===== config.mk =====
export PLATFORM = sky130hd
export DESIGN_NAME = sha256_block_ctrl
export DESIGN_NICKNAME = d
export VERILOG_FILES = /design/src/rtl/sha256_block_ctrl.sv
export SDC_FILE = /design/constraint.sdc
export NUM_CORES = 1
export LEC_CHECK = 0
export ABC_AREA = 1
export CORE_MARGIN = 5
export CORE_UTILIZATION = 45
export CTS_CLUSTER_DIAMETER = 120
export CTS_CLUSTER_SIZE = 20
export DETAILED_ROUTE_END_ITERATION = 16
export PLACE_DENSITY_LB_ADDON = 0.05
export REMOVE_ABC_BUFFERS = 1
export SLEW_MARGIN = 20
export SYNTH_ARGS = -nofsm -noshare
export SYNTH_HDL_FRONTEND = slang
export SYNTH_SLANG_ARGS = --single-unit

===== constraint.sdc =====
create_clock -name clk_i -period 4.85 [get_ports clk_i]
set_input_delay 0.97 -clock clk_i [delete_from_list [all_inputs] [get_ports clk_i]]
set_output_delay 0.97 -clock clk_i [all_outputs]
set_load 0.02 [all_outputs]

===== src/rtl/sha256_block_ctrl.sv =====
// SHA-256 block sequencer: loads 16 message words into the scheduler, then runs 64 rounds per block.
// Optional completed-block counter is enabled by defining SHA256_BLKCNT_EN.
//   state | meaning
//   IDLE  | waiting for word 0 of a new message
//   LOAD  | accepting words 1..15 of the current block
//   ROUND | last load shift, then 64 compression rounds
//   FINAL | one-cycle block wrap-up: chain to the next block or finish the message
module sha256_block_ctrl #(
    parameter int ROUNDS    = 64,
    parameter int BLK_WORDS = 16
) (
    input  logic        clk_i,
    input  logic        rst_ni,
    input  logic        abort_i,
    input  logic [31:0] word_in_i,
    input  logic        word_valid_i,
    input  logic        word_last_i,
    output logic        word_ready_o,
    output logic [31:0] sched_data_o,
    output logic        sched_shift_o,
    output logic        flag_0_15_o,
    output logic [6:0]  round_o,
    output logic        round_valid_o,
    output logic        first_blk_o,
    output logic        digest_done_o,
    output logic        err_o,
    output logic        busy_o,
    output logic [31:0] blk_count_o
);

    typedef enum logic [1:0] {S_IDLE, S_LOAD, S_ROUND, S_FINAL} state_t;

    localparam logic [3:0] LOAD_LAST  = 4'(BLK_WORDS - 1);
    localparam logic [6:0] ROUND_LAST = 7'(ROUNDS - 1);

    state_t      state_q, state_d;
    logic [3:0]  load_cnt_q, load_cnt_d;
    logic [6:0]  round_q, round_d;
    logic        round_valid_q, round_valid_d;
    logic        first_blk_q, first_blk_d;
    logic        last_blk_q, last_blk_d;
    logic [31:0] sched_data_q, sched_data_d;
    logic        sched_shift_q, sched_shift_d;
    logic        flag_q, flag_d;
    logic        err_q, err_d;
    logic        accept;
    logic        bad_last;

    assign word_ready_o = ((state_q == S_IDLE) || (state_q == S_LOAD)) && !abort_i;
    assign accept       = word_valid_i && word_ready_o;
    assign bad_last     = word_last_i && (load_cnt_q != LOAD_LAST);

    always_comb begin
        state_d       = state_q;
        load_cnt_d    = load_cnt_q;
        round_d       = round_q;
        round_valid_d = round_valid_q;
        first_blk_d   = first_blk_q;
        last_blk_d    = last_blk_q;
        sched_data_d  = sched_data_q;
        sched_shift_d = 1'b0;
        flag_d        = flag_q;
        err_d         = 1'b0;

        if (accept && !bad_last) begin
            sched_data_d  = word_in_i;
            sched_shift_d = 1'b1;
            flag_d        = 1'b0;
        end

        case (state_q)
            S_IDLE: begin
                first_blk_d = 1'b1;
                load_cnt_d  = '0;
                if (accept) begin
                    if (bad_last) begin
                        err_d = 1'b1;
                    end else begin
                        load_cnt_d = 4'd1;
                        state_d    = S_LOAD;
                    end
                end
            end
            S_LOAD: begin
                if (accept) begin
                    if (load_cnt_q == LOAD_LAST) begin
                        last_blk_d = word_last_i;
                        state_d    = S_ROUND;
                    end else if (bad_last) begin
                        err_d      = 1'b1;
                        load_cnt_d = '0;
                        state_d    = S_IDLE;
                    end else begin
                        load_cnt_d = load_cnt_q + 4'd1;
                    end
                end
            end
            S_ROUND: begin
                // First ROUND cycle only lets the word-15 load shift land.
                if (!round_valid_q) begin
                    round_valid_d = 1'b1;
                    round_d       = '0;
                    sched_shift_d = 1'b1;
                    flag_d        = 1'b1;
                end else if (round_q == ROUND_LAST) begin
                    round_valid_d = 1'b0;
                    round_d       = '0;
                    flag_d        = 1'b0;
                    state_d       = S_FINAL;
                end else begin
                    round_d       = round_q + 7'd1;
                    sched_shift_d = 1'b1;
                end
            end
            S_FINAL: begin
                load_cnt_d = '0;
                if (last_blk_q) begin
                    state_d = S_IDLE;
                end else begin
                    first_blk_d = 1'b0;
                    state_d     = S_LOAD;
                end
            end
            default: state_d = S_IDLE;
        endcase

        if (abort_i) begin
            state_d       = S_IDLE;
            load_cnt_d    = '0;
            round_d       = '0;
            round_valid_d = 1'b0;
            first_blk_d   = 1'b1;
            last_blk_d    = 1'b0;
            sched_shift_d = 1'b0;
            flag_d        = 1'b0;
            err_d         = 1'b0;
        end
    end

    always_ff @(posedge clk_i or negedge rst_ni) begin
        if (!rst_ni) begin
            state_q       <= S_IDLE;
            load_cnt_q    <= '0;
            round_q       <= '0;
            round_valid_q <= 1'b0;
            first_blk_q   <= 1'b1;
            last_blk_q    <= 1'b0;
            sched_data_q  <= '0;
            sched_shift_q <= 1'b0;
            flag_q        <= 1'b0;
            err_q         <= 1'b0;
        end else begin
            state_q       <= state_d;
            load_cnt_q    <= load_cnt_d;
            round_q       <= round_d;
            round_valid_q <= round_valid_d;
            first_blk_q   <= first_blk_d;
            last_blk_q    <= last_blk_d;
            sched_data_q  <= sched_data_d;
            sched_shift_q <= sched_shift_d;
            flag_q        <= flag_d;
            err_q         <= err_d;
        end
    end

    assign sched_data_o  = sched_data_q;
    assign sched_shift_o = sched_shift_q;
    assign flag_0_15_o   = flag_q;
    assign round_o       = round_q;
    assign round_valid_o = round_valid_q;
    assign first_blk_o   = first_blk_q;
    assign digest_done_o = (state_q == S_FINAL) && last_blk_q && !abort_i;
    assign err_o         = err_q;
    assign busy_o        = (state_q != S_IDLE);

`ifdef SHA256_BLKCNT_EN
    logic [31:0] blk_cnt_q;
    logic        blk_inc;

    // Counts every block that reaches FINAL; abort and err leave it alone.
    assign blk_inc = (state_q == S_FINAL) && !abort_i;

    always_ff @(posedge clk_i or negedge rst_ni) begin
        if (!rst_ni) begin
            blk_cnt_q <= '0;
        end else if (blk_inc) begin
            blk_cnt_q <= blk_cnt_q + 32'd1;
        end
    end

    assign blk_count_o = blk_cnt_q;
`else
    assign blk_count_o = 32'd0;
`endif

endmodule


==> impl_metrics.tcl, run 1 <==
set metrics [dict create \
    clock_tree.buffer_depth 2 \
    io_pins 116 \
    route.detailed.wl_per_inst_um 13.9 \
    postRouteAntennaNets 0 \
    run_status "finished clean" \
    post-route-min-period_ns 3.45 \
    post-dp-hpwl_mm 4.01 \
    cts-root-buf "sky130_fd_sc_hd__clkbuf_8" \
    grt_use_total_pct 15.3 \
    warnings_synthesis 0 \
    placeableCoreArea_mm2 0.00554 \
    synthesized_area_per_cell_um2 10.9 \
    dieHeight_um 86.0 \
    timing.clock.skew_ns 0.00334 \
    port_buffers 83 \
    ff_latch_area_mm2 0.00128 \
    dieArea_mm2 0.00739 \
    detail_route.wirelength_mm 5.50 \
    timing.final.max_slew_violations 0 \
    period_share_pct 71.0 \
    viasPerCell 4.59 \
    cts_num_sinks 51 \
    drv.max_cap_violation_count 0 \
    clk_pin_slew_ns 0.09 \
    tritoncts.num_buffers 5 \
    vias 1822 \
    cts_tree "done" \
    num_rows 27 \
    postSynthRegisterBits 51 \
    cts_hold_repair.buffers 0 \
    max_freq_ghz 0.290 \
    synth_sequential_area_ratio_pct 49.2 \
    starting_density_pct 46.9 \
    cp-start-kind "input pin" \
    post_synthesis_to_final_layout_area_growth_pct 32.4 \
    reg2reg_depth 5 \
    antenna_found_initial 0 \
    num_antenna_cells 0 \
    worst-path-max-fanout 14 \
    vias_in_the_first_global_route 1825 \
    synth_area_mm2 0.00260 \
    drtPass1Iterations 4 \
    min_path_type "flop to flop" \
    finalNonFillerCells 397 \
    p_per_cell_area_mw_per_mm2 368 \
    synth_edf_count 0 \
    finalHoldViolCount 0 \
    arrival_time_of_the_worst_setup_path_ns 2.48 \
    max_slew.worst_pin.slew_ns 0.655 \
    grt_setup_unrepaired "false" \
    report.power.total_mw 1.27 \
    ctsHtreeMaxLevel 2 \
    dp.cells 389 \
    layout_common_cells "82 x sky130_fd_sc_hd__clkdlybuf4s50_1, 50 x sky130_fd_sc_hd__dfrtp_1, 34 x sky130_fd_sc_hd__nand2_1" \
    post_cts.resized_instances 0 \
    detailedRoute.firstIterationViolations 85 \
    yosys.area.top_type "sky130_fd_sc_hd__dfrtp_1" \
    asyncSetResetFlopFracSynth_pct 100 \
    peakVddDrop_mv 0.244 \
    grt_start_max_net_pins 52 \
    gp_congestion 0.817 \
    ys_types 31 \
    fin_setup_tns_ns 0 \
    synth_flop_cell "sky130_fd_sc_hd__dfrtp_1" \
    multiInputGateArea_mm2 0.00109 \
    yosys.area.top_type_share_pct 48.2 \
    final_net_count 363 \
    gr-total-overflow 0 \
    cp.required_ns 3.88 \
    yosys-top-cells-area "sky130_fd_sc_hd__dfrtp_1 48%, sky130_fd_sc_hd__mux2_4 15%, sky130_fd_sc_hd__buf_4 9.3%, sky130_fd_sc_hd__nand2_1 4.9%, sky130_fd_sc_hd__nand3_1 2.9%" \
    layout_commonest_cell "sky130_fd_sc_hd__clkdlybuf4s50_1" \
    layout-drive-gt1-share_pct 15.1 \
    remaining_drc_errors 0 \
    timing_worst_setup_path_type "input pin to output pin" \
    static-leakage-power_nw 1.65 \
    post_cts_setup_repair_bufs 0 \
    worst_slew_margin_rel_pct 56.3 \
    clock_latency_ns 0.30 \
    worstHoldPathCells 2 \
    crit_path_end_kind "output pin" \
    die_width_um 86.0 \
    num-fill-cells 504 \
    synthCells 239 \
    worst_hold_slack_ns 0.488 \
    grt_pass1_wl_mm 8.98 \
    setup_viol_count_final 0 \
]
[flip-flops by register name, indices dropped and copies added, names as in the netlist]
register	flops
sched_data_o	32
round_o	7
load_cnt_q	4
state_q	2
err_o	1
first_blk_o	1
flag_0_15_o	1
last_blk_q	1
round_valid_o	1
sched_shift_o	1
[power breakdown]
group          total, mW  internal (mW)  switching [mW]
sequential         0.547          0.501          0.0454
clock              0.239          0.101           0.137
combinational      0.480          0.251           0.229
[stage by stage]
stage | utilization, % | cell area, um2 | worst slack [ns]
5_1_grt | 62.0 | 3440 | 1.29
2_1_floorplan | - | 2430 | 2.62
6_report | 62.0 | 3440 | 1.40
4_1_cts | 62.0 | 3440 | 1.40
3_5_place_dp | 60.5 | 3350 | 1.40
3_3_place_gp | 60.5 | 3350 | 1.41
[final timing paths]
| path | from | end | slack [ns] |
|---|---|---|---|
| max in group asynchronous | rst_ni | sched_data_o[22] | 3.63 |
| max | abort_i | digest_done_o | 1.40 |
| min in group asynchronous | rst_ni | last_blk_q | 0.78 |
| min | first_blk_o | first_blk_o | 0.49 |
| min reg2reg | first_blk_o | first_blk_o | 0.49 |
| max reg2reg | load_cnt_q[0] | sched_data_o[10] | 2.86 |
[synth_stat cells, types with 3 or more instances]
master,instances
sky130_fd_sc_hd__nor2_1,17
sky130_fd_sc_hd__dfrtp_1,50
sky130_fd_sc_hd__mux2_4,26
sky130_fd_sc_hd__o21ai_0,9
sky130_fd_sc_hd__a21oi_1,5
sky130_fd_sc_hd__inv_1,15
sky130_fd_sc_hd__nand2_1,34
sky130_fd_sc_hd__mux2_2,6
sky130_fd_sc_hd__buf_6,3
sky130_fd_sc_hd__nand3_1,15
sky130_fd_sc_hd__nand4_1,3
sky130_fd_sc_hd__buf_4,32
[logic make-up (layout without fill, tap and decap cells)]
| group | after synthesis | in the layout | share of synthesized area, % |
|---|---|---|---|
| AOI/OAI and AO/OA | 21 | 21 | 4.72 |
| xor gates and xnor gates | 1 | 1 | 0.337 |
| adders and majority gates | 2 | 2 | 0.964 |
| buffers and inverters | 53 | 108 | 13.3 |
| DFF | 51 | 51 | 49.2 |
| muxes | 32 | 32 | 17.6 |
| other | 1 | 32 | 0.144 |
| and+or+nand+nor | 78 | 78 | 13.7 |
[routing by layer]
metal | part of all wire [%] | wire length [um] | vias up | global-route usage, %
li1 | - | - | 898 | -
met1 | 43 | 2350 | 844 | 19.6
met2 | 45 | 2490 | 75 | 23.6
met3 | 11 | 614 | 5 | 6.82
met4 | 0.87 | 48 | 0 | 3.88
met5 | 0 | 0 | - | 0
[final cells by class]
type | count | share of cell area (%)
inverters | 16 | 1.75
clock buffers | 6 | 2.11
clock inverters | 2 | 0.364
multi-input cells | 166 | 31.7
well taps | 72 | 2.62
flip-flops and latches | 51 | 37.2
repair buffers | 84 | 24.2
[worst max-delay path, stage by stage]
cell	delay, ns
sky130_fd_sc_hd__clkdlybuf4s50_1	0.69
sky130_fd_sc_hd__nor2_1	0.20
sky130_fd_sc_hd__clkdlybuf4s50_1	0.61
No activity file was read; power rests on OpenSTA's default activity.
==> run 2, diff against run 1 <==
--- a/config.mk
+++ b/config.mk
@@ -7,7 +7,7 @@
 export LEC_CHECK = 0
 export ABC_AREA = 1
 export CORE_MARGIN = 5
-export CORE_UTILIZATION = 45
+export CORE_UTILIZATION = 42
 export CTS_CLUSTER_DIAMETER = 120
 export CTS_CLUSTER_SIZE = 20
 export DETAILED_ROUTE_END_ITERATION = 16
==> constraint.sdc (replaced) <==
create_clock -name clk_i -period 3.6 [get_ports clk_i]
set_input_delay 0.72 -clock clk_i [delete_from_list [all_inputs] [get_ports clk_i]]
set_output_delay 0.72 -clock clk_i [all_outputs]
set_load 0.02 [all_outputs]
==> impl_metrics.tcl, run 2 (synthesized netlist as in run 1, its figures left out) <==
set metrics [dict create \
    timing.clock.skew_ns 0.0112 \
    grt_start_max_net_pins 37 \
    ff_latch_area_mm2 0.00128 \
    fin_setup_tns_ns 0 \
    fin_ws_ns 0.875 \
    placeableCoreArea_mm2 0.00596 \
    max_freq_ghz 0.367 \
    critPathMaxStageDelay_ns 0.62 \
    vias_in_the_first_global_route 1833 \
    antenna_found_initial 0 \
    final_net_count 364 \
    run_status "finished clean" \
    ctsHtreeMaxLevel 2 \
    num_rows 28 \
    worst_slew_margin_rel_pct 46.9 \
    dp.cells 393 \
    postRouteAntennaNets 0 \
    crit_path_top_delay_cell "sky130_fd_sc_hd__clkdlybuf4s50_1" \
    multiInputGateArea_mm2 0.00109 \
    worst_hold_slack_ns 0.491 \
    route.detailed.wl_per_inst_um 13.9 \
    flip_flop_count_of_the_largest_register_after_layout 32 \
    cp-start-kind "input pin" \
    layout-drive-gt1-share_pct 15.6 \
    tritoncts.num_buffers 5 \
    post-route-min-period_ns 2.72 \
    num_antenna_cells 0 \
    cp.required_ns 2.88 \
    post-dp-hpwl_mm 4.18 \
    clock_tree.buffer_depth 2 \
    post-place-ws_ns 0.854 \
    post_cts.resized_instances 0 \
    gp_congestion 0.810 \
    num-fill-cells 509 \
    cts_tree "done" \
    critical_path.most_common_cell "sky130_fd_sc_hd__clkdlybuf4s50_1" \
    setup_viol_count_final 0 \
    final_cell_area_mm2 0.00348 \
    arrival_time_of_the_worst_setup_path_ns 2.00 \
    peakVddDrop_mv 0.336 \
    cts-root-buf "sky130_fd_sc_hd__clkbuf_8" \
    timing_worst_setup_path_type "input pin to output pin" \
    static-leakage-power_nw 1.67 \
    remaining_drc_errors 0 \
    post_synthesis_to_final_layout_area_growth_pct 34.0 \
    die_width_um 88.6 \
    crit_path_end_kind "output pin" \
    starting_density_pct 43.6 \
    grt_use_total_pct 14.2 \
    detailedRoute.firstIterationViolations 46 \
    port_buffers 83 \
    cts_num_sinks 51 \
    max_slew.worst_pin.slew_ns 0.796 \
    finalHoldViolCount 0 \
    grt_setup_unrepaired "false" \
    timing.final.max_slew_violations 0 \
    clk_pin_slew_ns 0.10 \
    worst-path-max-fanout 6 \
    vias 1831 \
    post_cts_setup_repair_bufs 0 \
    report.power.total_mw 1.80 \
    dieArea_mm2 0.00785 \
    cp_cell_sequence "clkdlybuf4s50_1 -> nor2_1 -> clkdlybuf4s50_1" \
    dieHeight_um 88.6 \
    r2r_slack_ns 1.60 \
    io_pins 116 \
    cts_hold_repair.buffers 0 \
    layout_commonest_cell "sky130_fd_sc_hd__clkdlybuf4s50_1" \
    p_per_cell_area_mw_per_mm2 518 \
    grt_pass1_wl_mm 8.65 \
    post_dp_cell_area_mm2 0.00336 \
    drv.max_cap_violation_count 0 \
    clock_latency_ns 0.31 \
    drtPass1Iterations 4 \
    detail_route.wirelength_mm 5.59 \
    period_share_pct 75.7 \
    finalNonFillerCells 401 \
    post-route-util_pct 58.4 \
    viasPerCell 4.57 \
    layout_common_cells "82 x sky130_fd_sc_hd__clkdlybuf4s50_1, 50 x sky130_fd_sc_hd__dfrtp_1, 34 x sky130_fd_sc_hd__nand2_1" \
    gr-total-overflow 0 \
    min_path_type "input pin to async pin" \
]
## run 2: power breakdown
group | total, mW | leakage, nW | switching, mW | internal [mW]
Combinational | 0.650 | 0.978 | 0.310 | 0.339
Sequential | 0.736 | 0.638 | 0.0608 | 0.675
Clock | 0.415 | 0.0587 | 0.204 | 0.211
## run 2: path summary, 6_finish.rpt
kind                                    start               end  depth (start not counted)
worst min-delay path                   rst_ni  sched_data_o[22]                          1
worst max register to register  load_cnt_q[0]   sched_data_o[9]                          5
worst max-delay path                  abort_i      word_ready_o                          3
max in group asynchronous              rst_ni   sched_data_o[4]                          2
min in group clk_i                first_blk_o       first_blk_o                          2
worst min register to register    first_blk_o       first_blk_o                          2
## run 2: layout make-up
class / count / area share [%]
clock buffers: 5 / 1.98
repair buffers: 85 / 24.2
flip-flops and latches: 51 / 36.7
well taps: 75 / 2.70
multi-input cells: 166 / 31.4
clock inverters: 3 / 1.37
inverters: 16 / 1.73
## run 2: metal layers
metal  wire length (um)  track usage (%)  part of all wire (%)  up-vias
met5                  0                0                     0        -
met4                 60             3.71                   1.1        0
met3                528             5.68                   9.5        5
met2               2760             24.4                    49       71
met1               2240             16.6                    40      855
li1                   -                -                     -      900
## run 2: worst max-delay path: cells and delay by family
kind	cells	cell delay, ns
and+or+nand+nor	1	0.13
buffers and inverters	2	1.15
==> run 3, diff against run 2 <==
--- a/config.mk
+++ b/config.mk
@@ -7,7 +7,7 @@
 export LEC_CHECK = 0
 export ABC_AREA = 1
 export CORE_MARGIN = 5
-export CORE_UTILIZATION = 42
+export CORE_UTILIZATION = 38
 export CTS_CLUSTER_DIAMETER = 120
 export CTS_CLUSTER_SIZE = 20
 export DETAILED_ROUTE_END_ITERATION = 16
==> constraint.sdc (replaced) <==
create_clock -name clk_i -period 2.38 [get_ports clk_i]
set_input_delay 0.476 -clock clk_i [delete_from_list [all_inputs] [get_ports clk_i]]
set_output_delay 0.476 -clock clk_i [all_outputs]
set_load 0.02 [all_outputs]
==> impl_metrics.tcl, run 3 (synthesized netlist as in run 1, its figures left out) <==
set metrics [dict create \
    max_freq_ghz 0.463 \
    dieArea_mm2 0.00858 \
    grt_setup_unrepaired "false" \
    max_slew.worst_pin.slew_ns 0.588 \
    cp.required_ns 1.90 \
    vias 1878 \
    period_share_pct 90.8 \
    peakVddDrop_mv 0.368 \
    port_buffers 83 \
    fin_setup_tns_ns 0 \
    die_width_um 92.7 \
    post_cts.resized_instances 0 \
    num-fill-cells 605 \
    cts_tree "done" \
    post_dp_cell_area_mm2 0.00341 \
    post_cts_setup_repair_bufs 0 \
    drv.max_cap_violation_count 0 \
    crit_path_end_kind "output pin" \
    dp.cells 402 \
    detail_route.wirelength_mm 5.83 \
    clock_latency_ns 0.31 \
    detailedRoute.firstIterationViolations 51 \
    clock_tree.buffer_depth 2 \
    timing_worst_setup_path_type "input pin to output pin" \
    grt_start_max_net_pins 37 \
    remaining_drc_errors 0 \
    final_cell_area_mm2 0.00353 \
    cts-root-buf "sky130_fd_sc_hd__clkbuf_8" \
    drtPass1Iterations 4 \
    layout_commonest_cell "sky130_fd_sc_hd__clkdlybuf4s50_1" \
    worst-path-max-fanout 3 \
    flip_flop_count_of_the_largest_register_after_layout 32 \
    worst_slew_margin_rel_pct 60.8 \
    min_path_type "input pin to async pin" \
    post-route-min-period_ns 2.16 \
    run_status "finished clean" \
    gr-total-overflow 0 \
    p_per_cell_area_mw_per_mm2 778 \
    final_net_count 368 \
    setup_viol_count_final 0 \
    critPathMaxStageDelay_ns 0.64 \
    antenna_found_initial 0 \
    timing.final.max_slew_violations 0 \
    crit_path_top_delay_cell "sky130_fd_sc_hd__clkdlybuf4s50_1" \
    viasPerCell 4.58 \
    io_pins 116 \
    finalHoldViolCount 0 \
    num_antenna_cells 0 \
    dieHeight_um 92.7 \
    arrival_time_of_the_worst_setup_path_ns 1.68 \
    starting_density_pct 38.6 \
    finalNonFillerCells 410 \
    grt_pass1_wl_mm 9.49 \
    timing.clock.skew_ns 0.00653 \
    tritoncts.num_buffers 5 \
    critical_path.most_common_cell "sky130_fd_sc_hd__clkdlybuf4s50_1" \
    postRouteAntennaNets 0 \
    cts_num_sinks 51 \
    cp-start-kind "input pin" \
    post_synthesis_to_final_layout_area_growth_pct 36.1 \
    ctsHtreeMaxLevel 2 \
    cts_hold_repair.buffers 0 \
    gp_congestion 0.818 \
    clk_pin_slew_ns 0.10 \
    vias_in_the_first_global_route 1904 \
    static-leakage-power_nw 1.70 \
    layout-drive-gt1-share_pct 16.7 \
    cp_cell_sequence "clkdlybuf4s50_1 -> nor2_1 -> clkdlybuf4s50_1" \
    post-dp-hpwl_mm 4.37 \
    layout_common_cells "82 x sky130_fd_sc_hd__clkdlybuf4s50_1, 50 x sky130_fd_sc_hd__dfrtp_1, 34 x sky130_fd_sc_hd__nand2_1" \
    route.detailed.wl_per_inst_um 14.2 \
    placeableCoreArea_mm2 0.00672 \
    grt_use_total_pct 13.9 \
    num_rows 30 \
]
[run 3: cell types whose count changed in the layout (fill, tap and decap cells not counted)]
cell | before | now
sky130_fd_sc_hd__buf_4 | 2 | 5
sky130_fd_sc_hd__clkbuf_8 | 5 | 6
sky130_fd_sc_hd__clkinv_4 | 1 | 0
sky130_fd_sc_hd__buf_12 | 0 | 1
[run 3: layout make-up]
class                   count  area, um2  share of cell area [%]
clock inverters             2       38.8                    1.10
clock buffers               6       82.6                    2.34
well taps                  80        100                    2.83
flip-flops and latches     51       1280                    36.2
repair buffers             89        883                    25.0
multi-input cells         166       1090                    30.9
inverters                  16       60.1                    1.70
[run 3: per-stage QoR]
stage / hold slack [ns] / power, mW / setup WS [ns] / util [%]
5_1_grt: 0.205 / 2.91 / 0.149 / 52.6
4_1_cts: 0.179 / 2.80 / 0.201 / 52.6
3_3_place_gp: 0.475 / 2.12 / 0.197 / 50.8
3_5_place_dp: 0.479 / 2.13 / 0.201 / 50.8
2_1_floorplan: 0.180 / 1.66 / 0.650 / -
6_report: 0.158 / 2.75 / 0.219 / 52.6
[run 3: metal layers]
layer	vias to the layer above	GRT usage (%)	wire length, um
met2	74	23.6	2800
met5	-	0	0
met4	0	4.03	64
met1	893	16.6	2430
li1	906	-	-
met3	5	5.12	532
[run 3: final timing paths]
check / from / end / slack [ns] / depth (start not counted)
min in group clk_i: first_blk_o / first_blk_o / 0.49 / 2
max reg2reg: load_cnt_q[0] / sched_data_o[9] / 0.60 / 6
min: rst_ni / load_cnt_q[2] / 0.16 / 1
max in group asynchronous: rst_ni / sched_data_o[23] / 1.58 / 2
max: abort_i / word_ready_o / 0.22 / 3
min reg2reg: first_blk_o / first_blk_o / 0.49 / 2
[run 3: power breakdown]
group	switching [mW]	internal (mW)	total, mW
Sequential	0.0903	1.02	1.11
Combinational	0.471	0.519	0.990
Clock	0.302	0.346	0.649
Total	0.864	1.89	2.75
[run 3: critical path, delay by kind of cell]
kind / cells / cell delay (ns)
and+or+nand+nor: 1 / 0.12
buffers and inverters: 2 / 1.08
